<file path="config.mk">
export PLATFORM = sky130hd
export DESIGN_NAME = ad9511_spi_master_flat
export DESIGN_NICKNAME = d
export VERILOG_FILES = /design/src/rtl/ad9511_spi_master_pkg.sv /design/src/rtl/ad9511_spi_master_if.sv /design/src/rtl/ad9511_spi_master.sv /design/src/flat_wrapper.sv
export SDC_FILE = /design/constraint.sdc
export NUM_CORES = 1
export LEC_CHECK = 0
export ABC_AREA = 1
export CAP_MARGIN = 10
export CORE_UTILIZATION = 43
export CTS_CLUSTER_SIZE = 25
export DETAILED_ROUTE_END_ITERATION = 12
export PLACE_DENSITY_LB_ADDON = 0.2
export SLEW_MARGIN = 20
export SYNTH_ARGS = -nofsm -noshare
export SYNTH_HDL_FRONTEND = slang
export SYNTH_SLANG_ARGS = --single-unit
</file>
<file path="constraint.sdc">
create_clock -name clock_4MHz125 -period 2.4 [get_ports clock_4MHz125]
set_clock_uncertainty 0.15 [all_clocks]
set_input_delay 0.24 -clock clock_4MHz125 [delete_from_list [all_inputs] [get_ports clock_4MHz125]]
set_output_delay 0.24 -clock clock_4MHz125 [all_outputs]
set_load 0.005 [all_outputs]
</file>
<file path="src/rtl/ad9511_spi_master_pkg.sv">
// ad9511_pkg: shared FSM states, AD9511 frame fields and sequencer register addresses
package ad9511_pkg;
   typedef enum logic [2:0] {ST_IDLE, ST_SETUP, ST_SHIFT, ST_HOLD, ST_GAP} state_t;
   localparam int          RW_BIT    = 23;
   localparam logic [1:0]  W1W0      = 2'b00;
   localparam int          FRAME_LEN = 24;
   localparam int          INSTR_LEN = 16;
   localparam logic [12:0] REG_SERIAL_CFG = 13'h000;
   localparam logic [12:0] REG_CLK_SEL    = 13'h045;
   localparam logic [12:0] REG_FUNCTION   = 13'h058;
   localparam logic [12:0] REG_UPDATE     = 13'h05A;
   function automatic logic [FRAME_LEN-1:0] make_frame(logic rw, logic [12:0] addr, logic [7:0] data);
      return {rw, W1W0, addr, rw ? 8'h00 : data};
   endfunction
endpackage

</file>
<file path="src/rtl/ad9511_spi_master_if.sv">
// ad9511_spi_master_if: register-access handshake between the configuration sequencer and the SPI master
interface ad9511_spi_master_if;
   logic        req_valid;
   logic        req_ready;
   logic        req_rw;
   logic [12:0] req_addr;
   logic [7:0]  req_wdata;
   logic        rsp_valid;
   logic [7:0]  rsp_rdata;
   logic        busy;
   modport master (output req_valid, req_rw, req_addr, req_wdata, input req_ready, rsp_valid, rsp_rdata, busy);
   modport slave  (input req_valid, req_rw, req_addr, req_wdata, output req_ready, rsp_valid, rsp_rdata, busy);
endinterface

</file>
<file path="src/rtl/ad9511_spi_master.sv">
// ad9511_spi_master: single-byte 3-wire AD9511 register write/read master, all pins registered
module ad9511_spi_master
   import ad9511_pkg::*;
#(
   parameter int CS_SETUP = 2,
   parameter int CS_HOLD  = 2,
   parameter int CS_IDLE  = 4
) (
   input  logic clock_4MHz125,
   input  logic reset,
   ad9511_spi_master_if.slave bus,
   output logic spi_csb,
   output logic spi_sclk,
   output logic spi_sdio_o,
   output logic spi_sdio_oe,
   input  logic spi_sdio_i
);
   localparam logic [5:0] SETUP_LAST = 6'(CS_SETUP - 1);
   localparam logic [5:0] HOLD_LAST  = 6'(CS_HOLD - 1);
   // the IDLE cycle itself counts toward the CSB-high gap, so GAP is one cycle shorter
   localparam logic [5:0] GAP_LAST   = 6'(CS_IDLE - 2);
   localparam logic [5:0] LAST_BIT   = 6'(2 * FRAME_LEN - 1);
   localparam logic [5:0] OE_OFF     = 6'(2 * INSTR_LEN - 1);
   state_t                 state;
   logic [5:0]             cnt;
   logic [FRAME_LEN-1:0]   sr;
   logic [7:0]             rd;
   logic                   rw;
   always_ff @(posedge clock_4MHz125 or posedge reset)
      if (reset) begin
         state         <= ST_IDLE;
         cnt           <= '0;
         sr            <= '0;
         rd            <= '0;
         rw            <= 1'b0;
         bus.req_ready <= 1'b1;
         bus.busy      <= 1'b0;
         bus.rsp_valid <= 1'b0;
         bus.rsp_rdata <= 8'h00;
         spi_csb       <= 1'b1;
         spi_sclk      <= 1'b0;
         spi_sdio_o    <= 1'b0;
         spi_sdio_oe   <= 1'b0;
      end else begin
         bus.rsp_valid <= 1'b0;
         cnt           <= cnt + 6'd1;
         case (state)
            ST_IDLE:
               if (bus.req_valid) begin
                  state         <= ST_SETUP;
                  cnt           <= '0;
                  sr            <= make_frame(bus.req_rw, bus.req_addr, bus.req_wdata);
                  rw            <= bus.req_rw;
                  bus.req_ready <= 1'b0;
                  bus.busy      <= 1'b1;
                  spi_csb       <= 1'b0;
                  spi_sdio_oe   <= 1'b1;
                  spi_sdio_o    <= bus.req_rw;
               end
            ST_SETUP:
               if (cnt == SETUP_LAST) begin
                  state <= ST_SHIFT;
                  cnt   <= '0;
               end
            ST_SHIFT: begin
               // cnt[0] is the bit phase; the falling SCLK edge shifts out and samples in
               spi_sclk <= ~cnt[0];
               if (cnt[0]) begin
                  sr         <= {sr[FRAME_LEN-2:0], 1'b0};
                  rd         <= {rd[6:0], spi_sdio_i};
                  spi_sdio_o <= sr[RW_BIT-1];
                  if (rw && cnt == OE_OFF) spi_sdio_oe <= 1'b0;
                  if (cnt == LAST_BIT) begin
                     state <= ST_HOLD;
                     cnt   <= '0;
                  end
               end
            end
            ST_HOLD:
               if (cnt == HOLD_LAST) begin
                  state         <= ST_GAP;
                  cnt           <= '0;
                  spi_csb       <= 1'b1;
                  spi_sdio_oe   <= 1'b0;
                  bus.rsp_valid <= 1'b1;
                  bus.rsp_rdata <= rw ? rd : 8'h00;
               end
            ST_GAP:
               if (cnt == GAP_LAST) begin
                  state         <= ST_IDLE;
                  bus.req_ready <= 1'b1;
                  bus.busy      <= 1'b0;
               end
            default: state <= ST_IDLE;
         endcase
      end
endmodule

</file>
<file path="src/flat_wrapper.sv">
// flat-port wrapper written by rule: the top's interface ports become plain ports
module ad9511_spi_master_flat import ad9511_pkg::*;
#(
   parameter int CS_SETUP = 2,
   parameter int CS_HOLD  = 2,
   parameter int CS_IDLE  = 4
)
  (clock_4MHz125, reset, spi_csb, spi_sclk, spi_sdio_o, spi_sdio_oe, spi_sdio_i, bus_req_valid, bus_req_rw, bus_req_addr, bus_req_wdata, bus_req_ready, bus_rsp_valid, bus_rsp_rdata, bus_busy);
  ad9511_spi_master_if bus_i ();
  input  logic clock_4MHz125;
  input  logic reset;
  output logic spi_csb;
  output logic spi_sclk;
  output logic spi_sdio_o;
  output logic spi_sdio_oe;
  input  logic spi_sdio_i;
  input wire logic [$bits(bus_i.req_valid)-1:0] bus_req_valid;
  input wire logic [$bits(bus_i.req_rw)-1:0] bus_req_rw;
  input wire logic [$bits(bus_i.req_addr)-1:0] bus_req_addr;
  input wire logic [$bits(bus_i.req_wdata)-1:0] bus_req_wdata;
  output wire logic [$bits(bus_i.req_ready)-1:0] bus_req_ready;
  output wire logic [$bits(bus_i.rsp_valid)-1:0] bus_rsp_valid;
  output wire logic [$bits(bus_i.rsp_rdata)-1:0] bus_rsp_rdata;
  output wire logic [$bits(bus_i.busy)-1:0] bus_busy;
  assign bus_i.req_valid = bus_req_valid;
  assign bus_i.req_rw = bus_req_rw;
  assign bus_i.req_addr = bus_req_addr;
  assign bus_i.req_wdata = bus_req_wdata;
  assign bus_req_ready = bus_i.req_ready;
  assign bus_rsp_valid = bus_i.rsp_valid;
  assign bus_rsp_rdata = bus_i.rsp_rdata;
  assign bus_busy = bus_i.busy;
  ad9511_spi_master #(.CS_SETUP(CS_SETUP), .CS_HOLD(CS_HOLD), .CS_IDLE(CS_IDLE)) u_core (.clock_4MHz125(clock_4MHz125), .reset(reset), .bus(bus_i), .spi_csb(spi_csb), .spi_sclk(spi_sclk), .spi_sdio_o(spi_sdio_o), .spi_sdio_oe(spi_sdio_oe), .spi_sdio_i(spi_sdio_i));
endmodule
</file>
Word-level counts from Yosys, hierarchy flattened
Cells that the tools add are included.

Eq/ne operators: 15. Add/sub/neg operators: 1. Reduce and logical (&&, ||, !) cells: 15. Bitwise operators: 1. Multiplexer cells: 34.

Operators by type and width (number): 23-bit 2-to-1 mux (2); 23-bit one-hot mux with 2 select lines (1); 6-bit 2-to-1 mux (4); 3-bit 2-to-1 mux (6); 6-bit one-hot mux with 3 select lines (1); 8-bit 2-to-1 mux (2); 3-bit one-hot mux with 5 select lines (1); 1-bit 2-to-1 mux (12); 2-bit by 1-bit inequality test with 1-bit output (second input constant) (6); 3-bit AND reduction (3); 1-bit one-hot mux with 2 select lines (4); 6-bit by 1-bit adder with 6-bit output (second input constant) (1); 3-bit by 2-bit == test with 1-bit output (second input constant) (2); 6-bit by 1-bit == test with 1-bit output (second input constant) (1); 6-bit by 2-bit == test with 1-bit output (second input constant) (1); 6-bit by 5-bit == test with 1-bit output (second input constant) (1); 6-bit == test (second input constant) (1); 2-bit AND reduction (3); 6-bit AND reduction (1); 2-bit nonzero test (3); 5-bit AND reduction (1); 3-bit by 1-bit == test with 1-bit output (second input constant) (1); 3-bit == test (second input constant) (1); 3-bit zero test (1); 6 further kinds (6).

Input bits: 26. Register bits: 56. Output and inout bits: 15. Word-level logic and storage cells: 79.

Logic depth before layout (Yosys ltp)
Depth after elaboration: 5. Gate-level depth with buffers: 9.

Least setup slack after synthesis
No wires, ideal clock.

Path type: flip-flop to flip-flop. From: register u_core.cnt[0]. To: register u_core.cnt[3]. Cell stages (with the launch flop): 9. Library setup time: 0.129 ns. Required time: 2.121 ns. Clock period less this slack: 1.616 ns. Slack: 0.784 ns. Arrival: 1.336 ns. Cells stage by stage: dfrtp_1 -> ha_1 -> nand2_1 -> nor2_1 -> nand2_1 -> nand2_1 -> nand2_1 -> nor3_1 -> nor2_1.

Cells in the longest elaborated chain, start to end: 4. Elaborated cells between the ends (all ways): 8. Those cells by class: add/sub (1); eq/ne (2); mux (5).

Ends and longest elaborated chain: start: declaration (line ad9511_spi_master.sv:25) `logic [5:0] cnt;`; start signal: assignment (line ad9511_spi_master.sv:46) `cnt <= cnt + 6'd1;`; 6-bit by 1-bit adder with 6-bit output / 6-bit == test (equally long branches) (line ad9511_spi_master.sv:46, ad9511_spi_master.sv:73); 6-bit 2-to-1 mux (line ad9511_spi_master.sv:73) `if (cnt == LAST_BIT) begin`; 6-bit 2-to-1 mux (line ad9511_spi_master.sv:68) `if (cnt[0]) begin`; 6-bit one-hot mux with 3 select lines (*) (line ad9511_spi_master.sv:47) `case (state)`.

Mark *: on every way between the ends. The rest lies on a longest branch, timed or not. A chain may end at the register's enable or synchronous reset.

Worst setup path after layout
From: register u_core.state[2]. To: register u_core.sr[3].

Cells in the longest elaborated chain, start to end: 3. Elaborated cells between the ends (all ways): 7. Those cells by class: eq/ne (3); mux (1); reduce/logical (3).

Ends and longest elaborated chain: start: declaration (line ad9511_spi_master.sv:24) `state_t state;`; start signal: assignment (line ad9511_spi_master.sv:31) `state <= ST_IDLE;`; start signal: assignment (line ad9511_spi_master.sv:50) `state <= ST_SETUP;`; start signal: assignment (line ad9511_spi_master.sv:62) `state <= ST_SHIFT;`; 3-bit by 2-bit == test with 1-bit output / 3-bit zero test (equally long branches) (line ad9511_spi_master.sv:47); 2-bit by 1-bit inequality test with 1-bit output (no source line), or another cell as far along; 3-bit AND reduction (no source line); end signal: assignment (line ad9511_spi_master.sv:52) `sr <= make_frame(bus.req_rw, bus.req_addr, bus.req_wdata);`; end signal: assignment (line ad9511_spi_master.sv:69) `sr <= {sr[FRAME_LEN-2:0], 1'b0};`; end: declaration (line ad9511_spi_master.sv:26) `logic [FRAME_LEN-1:0] sr;`.

Parallel ways exist; a longest one is shown, timed or not.

==> summary.txt <==
Drt
  • WL per Instance: 11.8 µm
  • Drt first pass iters: 6
  • Post-route ant nets: 0
  • Initial DRC count: 117
  • Vias/cell: 4.93
  • Final wirelength: 4870 µm
  • DRC: 0
  • Vias: 2041

STA
  • Worst Tran Pin Value: 0.546 ns
  • Rel. slew slack: 0.635
  • Final hold vios: 0
  • Worst hold margin: 0.0872 ns
  • Final period util: 0.801
  • Fin crit period: 1.92 ns
  • Max Slew Vio Count: 0
  • Setup WS post-layout: 0.479 ns
  • Fmax: 520 MHz
  • Final-report setup violation count: 0
  • TNS Setup: 0 ns
  • RSZ-0062 raised after global routing: no

Setup path
  • CP Data Arrival Time: 1.96 ns
  • CP delay by family, top: buffers and inverters
  • Worst setup EP type: register
  • FF-to-FF path depth: 9
  • CP peak stage delay: 0.44 ns
  • Worst path buffer plus inverter count: 3
  • Slowest cell on crit path: dfrtp_1
  • R2R Setup Slk: 0.48 ns
  • FF-to-FF Start: u_core.state[2]
  • Setup CP Type: reg -> reg
  • CP max FO: 30
  • Reg2reg end: u_core.sr[3]
  • Worst endpoint required time: 2.44 ns
  • Crit-path cells: inv_2 -> nand2_2 -> nor2_8 -> buf_4 -> inv_2 -> nand3_1 -> o21ai_0 -> nand2_1 -> o21ai_0
  • Startpoint Class: register

CTS
  • TritonCTS Buffers: 5
  • Post-CTS setup buffers: 0
  • Clock-pin slew on the worst setup and hold paths: 0.10 ns
  • Later-pin clock latency in the skew report: 0.31 ns
  • Post-CTS Resized: 0
  • CTS hold repair buffers: 0
  • CTS max path bufs: 2
  • H-Tree Depth: 2
  • CTS Root Cell: clkbuf_8
  • Clk sink count: 56
  • CTS tree: yes

Layout
  • Share of cells above drive strength 1: 0.0708
  • Fin area: 3190 µm²
  • Layout area overhead: 20.3%
  • Final #Nets: 367
  • N_diodes: 0
  • Cell Count, Final, Fillers Out: 414

Logic synthesis
  • Synth Cell Area: 2650 µm²
  • Post-synthesis cell type count: 30
  • Flops & latches, synth: 56
  • Syn_nets: 330
  • Sequential share of the synthesized area: 0.529
  • Cells after synthesis: 301
  • Mean Syn Cell Area: 8.81 µm²
  • Synth warnings: 0

Place
  • Setup WS pre-CTS: 0.509 ns
  • DP Wirelength: 3320 µm
  • Buffers on Ports: 40
  • Dpl cell area: 3080 µm²
  • RePlAce Congestion: 0.846
  • Placed cells: 406

Die
  • Placeable Area: 5920 µm²
  • Num ports: 41
  • Die area: 6490 µm²
  • Die width: 80.5 µm
  • Die Y: 80.5 µm
  • FP Rows: 28
  • Initial core utilization: 0.448

Power
  • Worst vdd rail ir drop: 0.453 mV
  • P per Cell Area: 1190 nW/µm²
  • Internal: 0.00229 W
  • Clock Power Share: 0.165
  • Gate power share: 0.420
  • Switching Fraction: 0.399
  • Power share of the sequential group: 0.415
  • Lkg Pwr: 1.46 nW
  • Switch Pwr: 0.00152 W

Global route
  • Pin count of the biggest net entering global routing: 47
  • GRT Util Overall: 0.173
  • Vias in the first global route: 1849
  • First-pass GRT wire length: 8490 µm
  • Gr ovfl total: 0
  • Initial antenna violation count: 0

Outcome
  • Status: finished, final reports clean

Worst hold path
  • Worst Hold Class: in -> async

Job
  • Number of max-cap violations: 0
metrics by stage:
stage	utilization	total power (W)
floorplan	-	0.00280
finish	0.539	0.00381
global placement	0.520	0.00315
detailed placement	0.520	0.00320
CTS	0.539	0.00384
global route	0.539	0.00416
cells by family after synthesis:
group | Yosys count | synth area share
adder cells (fa/ha/maj) | 3 | 0.0142
multiplexers | 2 | 0.00849
buffers and inverters | 60 | 0.103
AO/OA/AOI/OAI | 66 | 0.137
XOR/XNOR | 4 | 0.0132
flip-flops | 56 | 0.529
AND/OR/NAND/NOR | 110 | 0.194
cell usage in the layout (no fill, tap or decap):
cell and instances:
inv_6 1, nand2_1 50, nand3_1 29, xor2_1 3
nor2_8 1, ha_1 3, o21a_1 1, nor2_1 20
a21oi_1 9, bufinv_16 1, o21bai_1 1, buf_12 1
nand2_2 1, nand4_1 1, clkinv_1 1, inv_2 4
o21ai_1 6, o211ai_1 11, clkbuf_8 5, clkbuf_1 1
dfrtp_1 54, inv_1 43, mux2_2 2, o21ai_0 37
a31oi_1 1, xnor2_1 1, nor3_1 3, buf_4 1
nand2_4 3, dfstp_2 2, nor3_4 1, clkdlybuf4s50_1 40
nand3_2 1
synth_stat cells, drive strengths merged:
cell	number	area [µm²]
nand4	1	6.26
clkinv	1	3.75
a31oi	1	6.26
dfrtp	54	1350
nor2	21	95.1
o211ai	11	82.6
nand3	30	155
o21ai	43	215
xnor2	1	8.76
nor3	4	31.3
nand2	54	228
buf	12	93.8
o21bai	1	7.51
o21a	1	7.51
xor2	3	26.3
dfstp	2	52.6
inv	47	176
ha	3	37.5
mux2	2	22.5
a21oi	9	45.0
flip-flops by register name, indices dropped and copies added (netlist names):
signal and flops:
u_core.sr 23, u_core.bus.rsp_rdata 8, u_core.rd 8, u_core.cnt 6, u_core.state 3, u_core.bus.busy 1, u_core.bus.req_ready 1, u_core.bus.rsp_valid 1
u_core.rw 1, u_core.spi_csb 1, u_core.spi_sclk 1, u_core.spi_sdio_o 1, u_core.spi_sdio_oe 1
worst max-delay path by stage:
stage | end | slack [ns] | startpoint | depth (start not counted)
2_1_floorplan | u_core.bus.busy | 0.64 | reset | 1
3_3_place_gp | u_core.sr[7] | 0.49 | u_core.state[1] | 8
3_5_place_dp | u_core.sr[3] | 0.51 | u_core.state[1] | 8
4_1_cts | u_core.sr[3] | 0.49 | u_core.state[1] | 8
5_1_grt | u_core.sr[3] | 0.29 | u_core.state[2] | 9
6_report | u_core.sr[3] | 0.48 | u_core.state[2] | 9
worst reg2reg max path, stage by stage, from the launching register on:
cell and delay [ns]:
dfrtp_1 0.44, inv_2 0.10, nand2_2 0.10, nor2_8 0.11, buf_4 0.31, inv_2 0.22, nand3_1 0.12, o21ai_0 0.09
nand2_1 0.06, o21ai_0 0.10
cell type report:
cell class                      count  area (µm²)
Fill cell                         553        2730
Sequential cell                    56        1400
Multi-Input combinational cell    185         975
Timing Repair Buffer               42         428
Inverter                           48         180
Tap cell                           75        93.8
Clock buffer                        6        72.6
Clock inverter                      2        38.8
routing by layer:
| layer | share of wire | up-vias | track usage | wire length (µm) |
|---|---|---|---|---|
| li1 | - | 1043 | - | - |
| met1 | 0.50 | 943 | 0.237 | 2430 |
| met2 | 0.45 | 46 | 0.268 | 2190 |
| met3 | 0.034 | 9 | 0.0307 | 167 |
| met4 | 0.017 | 0 | 0.0750 | 85 |
| met5 | 0 | - | 0 | 0 |
power by group through the flow:
stage               registers, W  clock network (W)  logic (W)
floorplan                0.00154                  0    0.00126
global placement         0.00158                  0    0.00157
detailed placement       0.00160                  0    0.00160
CTS                      0.00158           0.000649    0.00161
global route             0.00163           0.000682    0.00185
finish                   0.00158           0.000628    0.00160
No activity file was read; power rests on OpenSTA's default activity.
